===== config.mk =====
export PLATFORM = sky130hd
export DESIGN_NAME = fetch_buffer
export DESIGN_NICKNAME = d
export VERILOG_FILES = /design/src/rtl/fetch_buffer.sv
export SDC_FILE = /design/constraint.sdc
export NUM_CORES = 1
export LEC_CHECK = 0
export BUFFER_PORTS_ARGS = -buffer_cell sky130_fd_sc_hd__clkbuf_2
export CAP_MARGIN = 5
export CORE_MARGIN = 3
export CORE_UTILIZATION = 63
export CTS_CLUSTER_DIAMETER = 50
export DETAILED_ROUTE_END_ITERATION = 7
export PLACE_DENSITY = 0.85
export SLEW_MARGIN = 20
export SYNTH_ARGS = -nofsm -noshare
export SYNTH_HDL_FRONTEND = slang
export SYNTH_SLANG_ARGS = --single-unit

===== constraint.sdc =====
create_clock -name clk -period 7.8 [get_ports clk]
set_input_delay 1.56 -clock clk [delete_from_list [all_inputs] [get_ports clk]]
set_output_delay 1.56 -clock clk [all_outputs]
set_load 0.1 [all_outputs]

===== src/rtl/fetch_buffer.sv =====
// Instruction fetch buffer: a single-outstanding-request fetch FSM filling a
// circular FIFO of {pc, inst} entries that feeds the IF/ID pipeline register.
module fetch_buffer #(
    parameter int          DEPTH    = 4,
    parameter logic [31:0] RESET_PC = 32'h0000_0000
) (
    input  logic        clk,
    input  logic        rst,
    output logic        imem_req,
    output logic [31:0] imem_addr,
    input  logic        imem_ack,
    input  logic [31:0] imem_rdata,
    input  logic        redirect,
    input  logic [31:0] redirect_pc,
    output logic        out_valid,
    output logic [31:0] out_pc,
    output logic [31:0] out_inst,
    input  logic        out_ready
);

    localparam int              PTR_W   = $clog2(DEPTH);
    localparam int              CNT_W   = PTR_W + 1;
    localparam logic [CNT_W-1:0] DEPTH_C = CNT_W'(DEPTH);
    localparam logic [CNT_W-1:0] CNT_ONE = CNT_W'(1);
    localparam logic [PTR_W-1:0] PTR_ONE = PTR_W'(1);
    localparam logic [31:0]     PC_STEP = 32'd4;

    localparam logic [1:0] ST_IDLE = 2'd0;
    localparam logic [1:0] ST_WAIT = 2'd1;
    localparam logic [1:0] ST_DROP = 2'd2;

    logic [1:0]       state_q, state_d;
    logic [31:0]      fetch_pc_q, fetch_pc_d;
    logic [31:0]      addr_q, addr_d;
    logic [PTR_W-1:0] rd_ptr_q, rd_ptr_d;
    logic [PTR_W-1:0] wr_ptr_q, wr_ptr_d;
    logic [CNT_W-1:0] count_q, count_d;

    logic [31:0] buf_pc_q   [DEPTH];
    logic [31:0] buf_inst_q [DEPTH];

    logic             pop;
    logic             push;
    logic [CNT_W-1:0] count_after_pop;
    logic [CNT_W-1:0] count_after_push;
    logic [31:0]      redirect_target;
    logic [31:0]      addr_next;

    assign out_valid        = (count_q != '0);
    assign out_pc           = out_valid ? buf_pc_q[rd_ptr_q]   : '0;
    assign out_inst         = out_valid ? buf_inst_q[rd_ptr_q] : '0;
    assign imem_req         = (state_q == ST_WAIT) || (state_q == ST_DROP);
    assign imem_addr        = addr_q;

    assign pop              = out_valid & out_ready & ~redirect;
    assign count_after_pop  = count_q - (pop ? CNT_ONE : '0);
    assign count_after_push = count_after_pop + CNT_ONE;
    assign redirect_target  = redirect_pc & 32'hFFFF_FFFC;
    assign addr_next        = addr_q + PC_STEP;

    always_comb begin
        state_d    = state_q;
        fetch_pc_d = fetch_pc_q;
        addr_d     = addr_q;
        rd_ptr_d   = rd_ptr_q;
        wr_ptr_d   = wr_ptr_q;
        count_d    = count_q;
        push       = 1'b0;

        if (redirect) begin
            rd_ptr_d   = '0;
            wr_ptr_d   = '0;
            count_d    = '0;
            fetch_pc_d = redirect_target;
            // An in-flight request must still be retired by its ack before a new one issues.
            case (state_q)
                ST_WAIT: state_d = imem_ack ? ST_IDLE : ST_DROP;
                ST_DROP: state_d = imem_ack ? ST_IDLE : ST_DROP;
                default: state_d = ST_IDLE;
            endcase
        end else begin
            if (pop) begin
                rd_ptr_d = rd_ptr_q + PTR_ONE;
                count_d  = count_after_pop;
            end
            case (state_q)
                ST_IDLE: begin
                    if (count_after_pop < DEPTH_C) begin
                        state_d = ST_WAIT;
                        addr_d  = fetch_pc_q;
                    end
                end
                ST_WAIT: begin
                    if (imem_ack) begin
                        push       = 1'b1;
                        wr_ptr_d   = wr_ptr_q + PTR_ONE;
                        count_d    = count_after_push;
                        fetch_pc_d = addr_next;
                        // Chain straight into the next request to sustain one word per cycle.
                        if (count_after_push < DEPTH_C) begin
                            addr_d = addr_next;
                        end else begin
                            state_d = ST_IDLE;
                        end
                    end
                end
                ST_DROP: begin
                    if (imem_ack) begin
                        state_d = ST_IDLE;
                    end
                end
                default: state_d = ST_IDLE;
            endcase
        end
    end

    always_ff @(posedge clk or posedge rst) begin
        if (rst) begin
            state_q    <= ST_IDLE;
            fetch_pc_q <= RESET_PC;
            addr_q     <= RESET_PC;
            rd_ptr_q   <= '0;
            wr_ptr_q   <= '0;
            count_q    <= '0;
        end else begin
            state_q    <= state_d;
            fetch_pc_q <= fetch_pc_d;
            addr_q     <= addr_d;
            rd_ptr_q   <= rd_ptr_d;
            wr_ptr_q   <= wr_ptr_d;
            count_q    <= count_d;
        end
    end

    // Entry storage carries no reset; the outputs are masked whenever count is zero.
    always_ff @(posedge clk) begin
        if (push) begin
            buf_pc_q[wr_ptr_q]   <= addr_q;
            buf_inst_q[wr_ptr_q] <= imem_rdata;
        end
    end

endmodule


Yosys cells after proc, flatten, opt, wreduce, memory -nomap -nowiden
Memory sizes are Yosys's and may differ from the RTL's. Cells that the tools add are included.

Register bits: 73. Bits in writable memories: 256. Input port bits: 69. Output and inout bits: 98. Logic and storage cells: 70. Memories: 2.

Memories: buf_inst_q (depth 4, bits a word 32, rd ports 1, clocked after memory_dff 0, wr ports 1, line 40) `logic [31:0] buf_inst_q [DEPTH];`; buf_pc_q (depth 4, bits a word 32, rd ports 1, clocked after memory_dff 0, wr ports 1, line 39) `logic [31:0] buf_pc_q [DEPTH];`.

Add/subtract/negate cells: 5. Order comparisons: 2. Eq/ne operators: 9. Multiplexer cells: 32. Bitwise gates (word level): 3. Reductions and logical operators: 11.

Operators with widths (count): $mux W32 (8); $pmux W32 S2 (1); $add A32 B3 Y32 const B (1); $mux W2 (12); $mux W3 (4); $ne A3 B3 Y1 const B (4); $reduce_bool A2 Y1 (4); $lt A3 B3 Y1 const B (2); $mux W1 (6); $pmux W2 S3 (1); $reduce_and A5 Y1 (1); $add A2 B1 Y2 const B (2); $ne A2 B2 Y1 const B (2); $reduce_and A4 Y1 (1); $add A3 B1 Y3 const B (1); $reduce_bool A3 Y1 (1); $sub A3 B1 Y3 (1); $and A1 B1 Y1 (2); $eq A2 B1 Y1 const B (1); $eq A2 B2 Y1 const B (1); $logic_not A2 Y1 (1); $ne A2 B1 Y1 const B (1); $reduce_and A2 Y1 (1); $reduce_or A2 Y1 (1); 2 further kinds (2).

Logic depth before layout (Yosys ltp)
Depth after elaboration: 11. Depth in mapped cells: 16. Mapped depth without buffers: 11.

Least setup slack after synthesis
No wires, ideal clock.

Kind: input port to flip-flop. Start point: in redirect. End point: reg addr_q[31], in the netlist imem_addr[31]. Setup time: 73 ps. Data arrival time: 4647 ps. Required time: 7727 ps. Slack: 3081 ps. Cell stages on the path: 15. Buffers on the path: 6. Cells stage by stage: clkbuf_1 -> clkbuf_1 -> clkbuf_1 -> buf_1 -> nor2_1 -> ha_1 -> ha_1 -> inv_1 -> ha_1 -> clkbuf_1 -> o21a_1 -> o31a_1 -> buf_2 -> or4b_1 -> nand4_1.

Longest elaborated chain between the ends: 8. Elaborated cells between the ends (all ways): 10. Classes of those cells: 2 x add/sub; 2 x order compare; 2 x eq/ne; 1 x mux; 2 x bitwise; 1 x reduce/logical.

RTL lines: start: declaration (line 13) `input logic redirect,`; $not A1 Y1 (no line) *; $and A1 B1 Y1 (line 55) `assign pop = out_valid & out_ready & ~redirect;`; $mux W1 (line 56) `assign count_after_pop = count_q - (pop ? CNT_ONE : '0);`; $sub A3 B1 Y3 (line 56); $add A3 B1 Y3 (line 57) `assign count_after_push = count_after_pop + CNT_ONE;`; $lt A3 B3 Y1 (line 100) `if (count_after_push < DEPTH_C) begin`; $ne A2 B1 Y1 (no line); $reduce_and A5 Y1 (no line) *; end signal: assignment (line 128) `addr_q <= addr_d;`; end: declaration (line 34) `logic [31:0] addr_q, addr_d;`.

Every way passes the cells marked *; elsewhere a longest branch is shown, timed or not. A chain may end at the register's enable or synchronous reset.

Worst setup path after layout
Start point: reg rd_ptr_q[0]. End point: out out_inst[4].

Longest elaborated chain between the ends: 2.

RTL lines: start: declaration (line 35) `logic [PTR_W-1:0] rd_ptr_q, rd_ptr_d;`; start signal: assignment (line 129) `rd_ptr_q <= rd_ptr_d;`; $mem_v2 Z4 W32; $mux W32 (line 51) `assign out_inst = out_valid ? buf_inst_q[rd_ptr_q] : '0;`; end: declaration (line 17) `output logic [31:0] out_inst,`.

Every way passes these cells.

==> key figures <==
Logic synthesis
  • Post-synth design cell area: 14100 um2
  • Cell variety after synth: 53
  • Syn_nets: 999
  • Post-synthesis compound-gate area fraction: 6.30%
  • Post-synth top area cell: edfxtp_1
  • Multiplexer share of the synthesized area: 10.9%
  • Post-synth EDFFs: 256
  • Post-synthesis simple-gate area fraction: 10.4%
  • FF+latch count, synth: 329
  • Cells after Synth: 919
  • Share of flip-flops with an asynchronous set or reset: 22.2%
  • Synth Area in XOR/XNOR: 1.86%
  • Most area-consuming cells after synthesis: edfxtp_1, dfrtp_1, mux4_2, and2_1, nand2_1
  • Adder-Cell Fraction of Synth Area: 0.976%
  • Largest family of logic cells by synthesized area: multiplexers
  • Yosys warns: 0
  • Syn Area/Cell: 15.3 um2
  • Synth top area share: 54.5%
  • Post-synthesis sequential area ratio: 67.5%
  • Ys flop type: edfxtp_1

Place
  • RD Place Congestion: 0.827
  • Final HPWL DP: 17300 um
  • Placed cells: 1308
  • Setup slack at placement: 3.42 ns
  • Port Buffers: 164

Layout
  • Commonest non-fill, non-tap cell in the layout: edfxtp_1
  • Most frequent cells in the layout: edfxtp_1, clkbuf_2, dfrtp_1
  • Fraction of layout cells with a size suffix above 1: 28.4%
  • Finished Layout Cells: 1370
  • Diode count: 0
  • Final nets: 1144
  • Syn-to-layout area delta: 15.2%
  • Post-layout util: 74.2%

Route
  • Post-route antenna net violation count: 0
  • WL/cell: 21.9 um
  • Drt pass-1 iters: 5
  • DRT iter0 DRCs: 843
  • Via density: 6.28
  • # DRC: 0
  • Vias: 8605
  • Routed wire length: 30000 um

STA
  • RSZ-0062 raised after global routing: no
  • Actual slew at the worst max-slew pin: 0.990 ns
  • Clock Skews: 0.0178 ns
  • Final Hold Viols: 0
  • Final period util: 61.1%
  • Setup TNS: 0 ns
  • Final setup viols: 0
  • Relative max-transition margin: 34.0%
  • Final setup margin: 3.03 ns
  • F_max: 0.210 GHz
  • Tmin final: 4.77 ns
  • Max Slew Vio Count: 0

Clock tree
  • Clock Sinks: 329
  • Post-CTS resize count: 0
  • Clk Latency, worst-skew pair: 0.51 ns
  • Max clock buf depth: 3
  • Reg clk slew, reported paths: 0.06 ns
  • Postcts setup bufs: 0
  • Hold_buf cts: 0
  • H-tree levels: 2
  • CTS tree: built
  • CTS Buf Count: 34
  • Root buffer cell: clkbuf_16

Critical path
  • Req. time, crit path: 6.24 ns
  • R2R Setup Slk: 4.27 ns
  • Crit-path max FO: 38
  • CP Launch Type: register
  • Setup crit end kind: output port
  • CP arrival: 3.21 ns
  • Crit Path Class: reg2out
  • R2r worst-path depth: 12

Floorplan
  • I/O pin total: 167
  • Die span in y: 156 um
  • Die Wd: 156 um
  • Initial core utilization: 64.4%
  • Row count: 54
  • DIE AREA: 24200 um2
  • Core Area: 21900 um2

GRT
  • Initial antenna violation count: 0
  • Grt peak-use layer: met2
  • Largest net degree at the start of global routing: 90
  • GR Util met2: 40.3%
  • Global-route usage over all layers: 25.0%
  • Vias in the first global route: 8693
  • Met1 GRT Util: 36.1%
  • GR Overflow Total: 0
  • GRT met3 Usage: 4.08%
  • First-pass GRT wire length: 47500 um

Run status
  • Outcome: complete, no violations

Hold path
  • Worst hold stages: 1
  • Hold Crit Class: reg2reg

Job
  • Max Cap Violations: 0
==> synthesized netlist by cell type (4+ instances only) <==
| cell | count |
|---|---|
| a211oi_1 | 4 |
| a21o_1 | 4 |
| a21oi_1 | 46 |
| a2bb2oi_1 | 19 |
| and2_1 | 73 |
| and3_1 | 5 |
| buf_1 | 8 |
| buf_2 | 13 |
| clkbuf_1 | 43 |
| dfrtp_1 | 73 |
| edfxtp_1 | 256 |
| ha_1 | 11 |
| inv_1 | 10 |
| mux2i_1 | 7 |
| mux4_2 | 64 |
| nand2_1 | 68 |
| nand2b_1 | 4 |
| nand3_1 | 22 |
| nand3b_1 | 4 |
| nand4_1 | 19 |
| nand4b_1 | 4 |
| nor2_1 | 30 |
| nor3_1 | 5 |
| nor3b_1 | 13 |
| o21ai_0 | 24 |
| o221ai_1 | 7 |
| o22ai_1 | 17 |
| xnor2_1 | 9 |
| xor2_1 | 19 |
==> sequential cells by signal, indices dropped and copies added (netlist names) <==
| register | cells |
|---|---|
| state_q | 2 |
| buf_inst_q | 128 |
| rd_ptr_q | 2 |
| buf_pc_q | 128 |
| fetch_pc_q | 32 |
| imem_addr | 32 |
| count_q | 3 |
| wr_ptr_q | 2 |
==> layout make-up <==
class                   count  area, um2
clock inverters            26        260
flip-flops and latches    329       9520
inverters                  10       37.5
clock buffers              36        868
repair buffers            173        888
well taps                 280        350
multi-input cells         516       4310
fillers                  1364       5650
==> logic make-up (layout without fill, tap and decap cells) <==
family,after synthesis,count (layout)
fa+ha+maj,11,11
simple gates,265,265
xor+xnor,29,29
buf+inv,74,245
mux,73,73
flops,329,329
compound gates,138,138
==> metal layers <==
layer | vias up | part of all wire (%)
li1 | 3845 | -
met1 | 4331 | 41
met2 | 376 | 50
met3 | 53 | 6.7
met4 | 0 | 2.3
met5 | - | 0
==> worst max-delay path, cell delays in order, from the launching register on <==
cell,delay [ns]
dfrtp_4,0.93
buf_4,0.62
mux4_2,0.60
and2_1,0.18
clkbuf_2,0.37
==> metrics by stage <==
stage	hold slack, ns	cell area, um2
after floorplan	0.478	14100
after global placement	0.488	15100
after detailed placement	0.504	15100
after CTS	0.512	16200
after global routing	0.519	16200
final	0.505	16200
==> worst paths after layout <==
kind	start	to
worst min-delay path	fetch_pc_q[1]$_DFFE_PP0P_	imem_addr[1]$_DFFE_PP0P_
worst min register to register	fetch_pc_q[1]$_DFFE_PP0P_	imem_addr[1]$_DFFE_PP0P_
min in group asynchronous	rst	fetch_pc_q[28]$_DFFE_PP0P_
worst max register to register	count_q[2]$_DFF_PP0_	imem_addr[31]$_DFFE_PP0P_
worst max-delay path	rd_ptr_q[0]$_DFFE_PP0P_	out_inst[4]
max in group asynchronous	rst	rd_ptr_q[0]$_DFFE_PP0P_
Power is left out: the tool's default activity adds up to more than one toggle a clock period on the data nets, which glitch-free logic cannot reach.
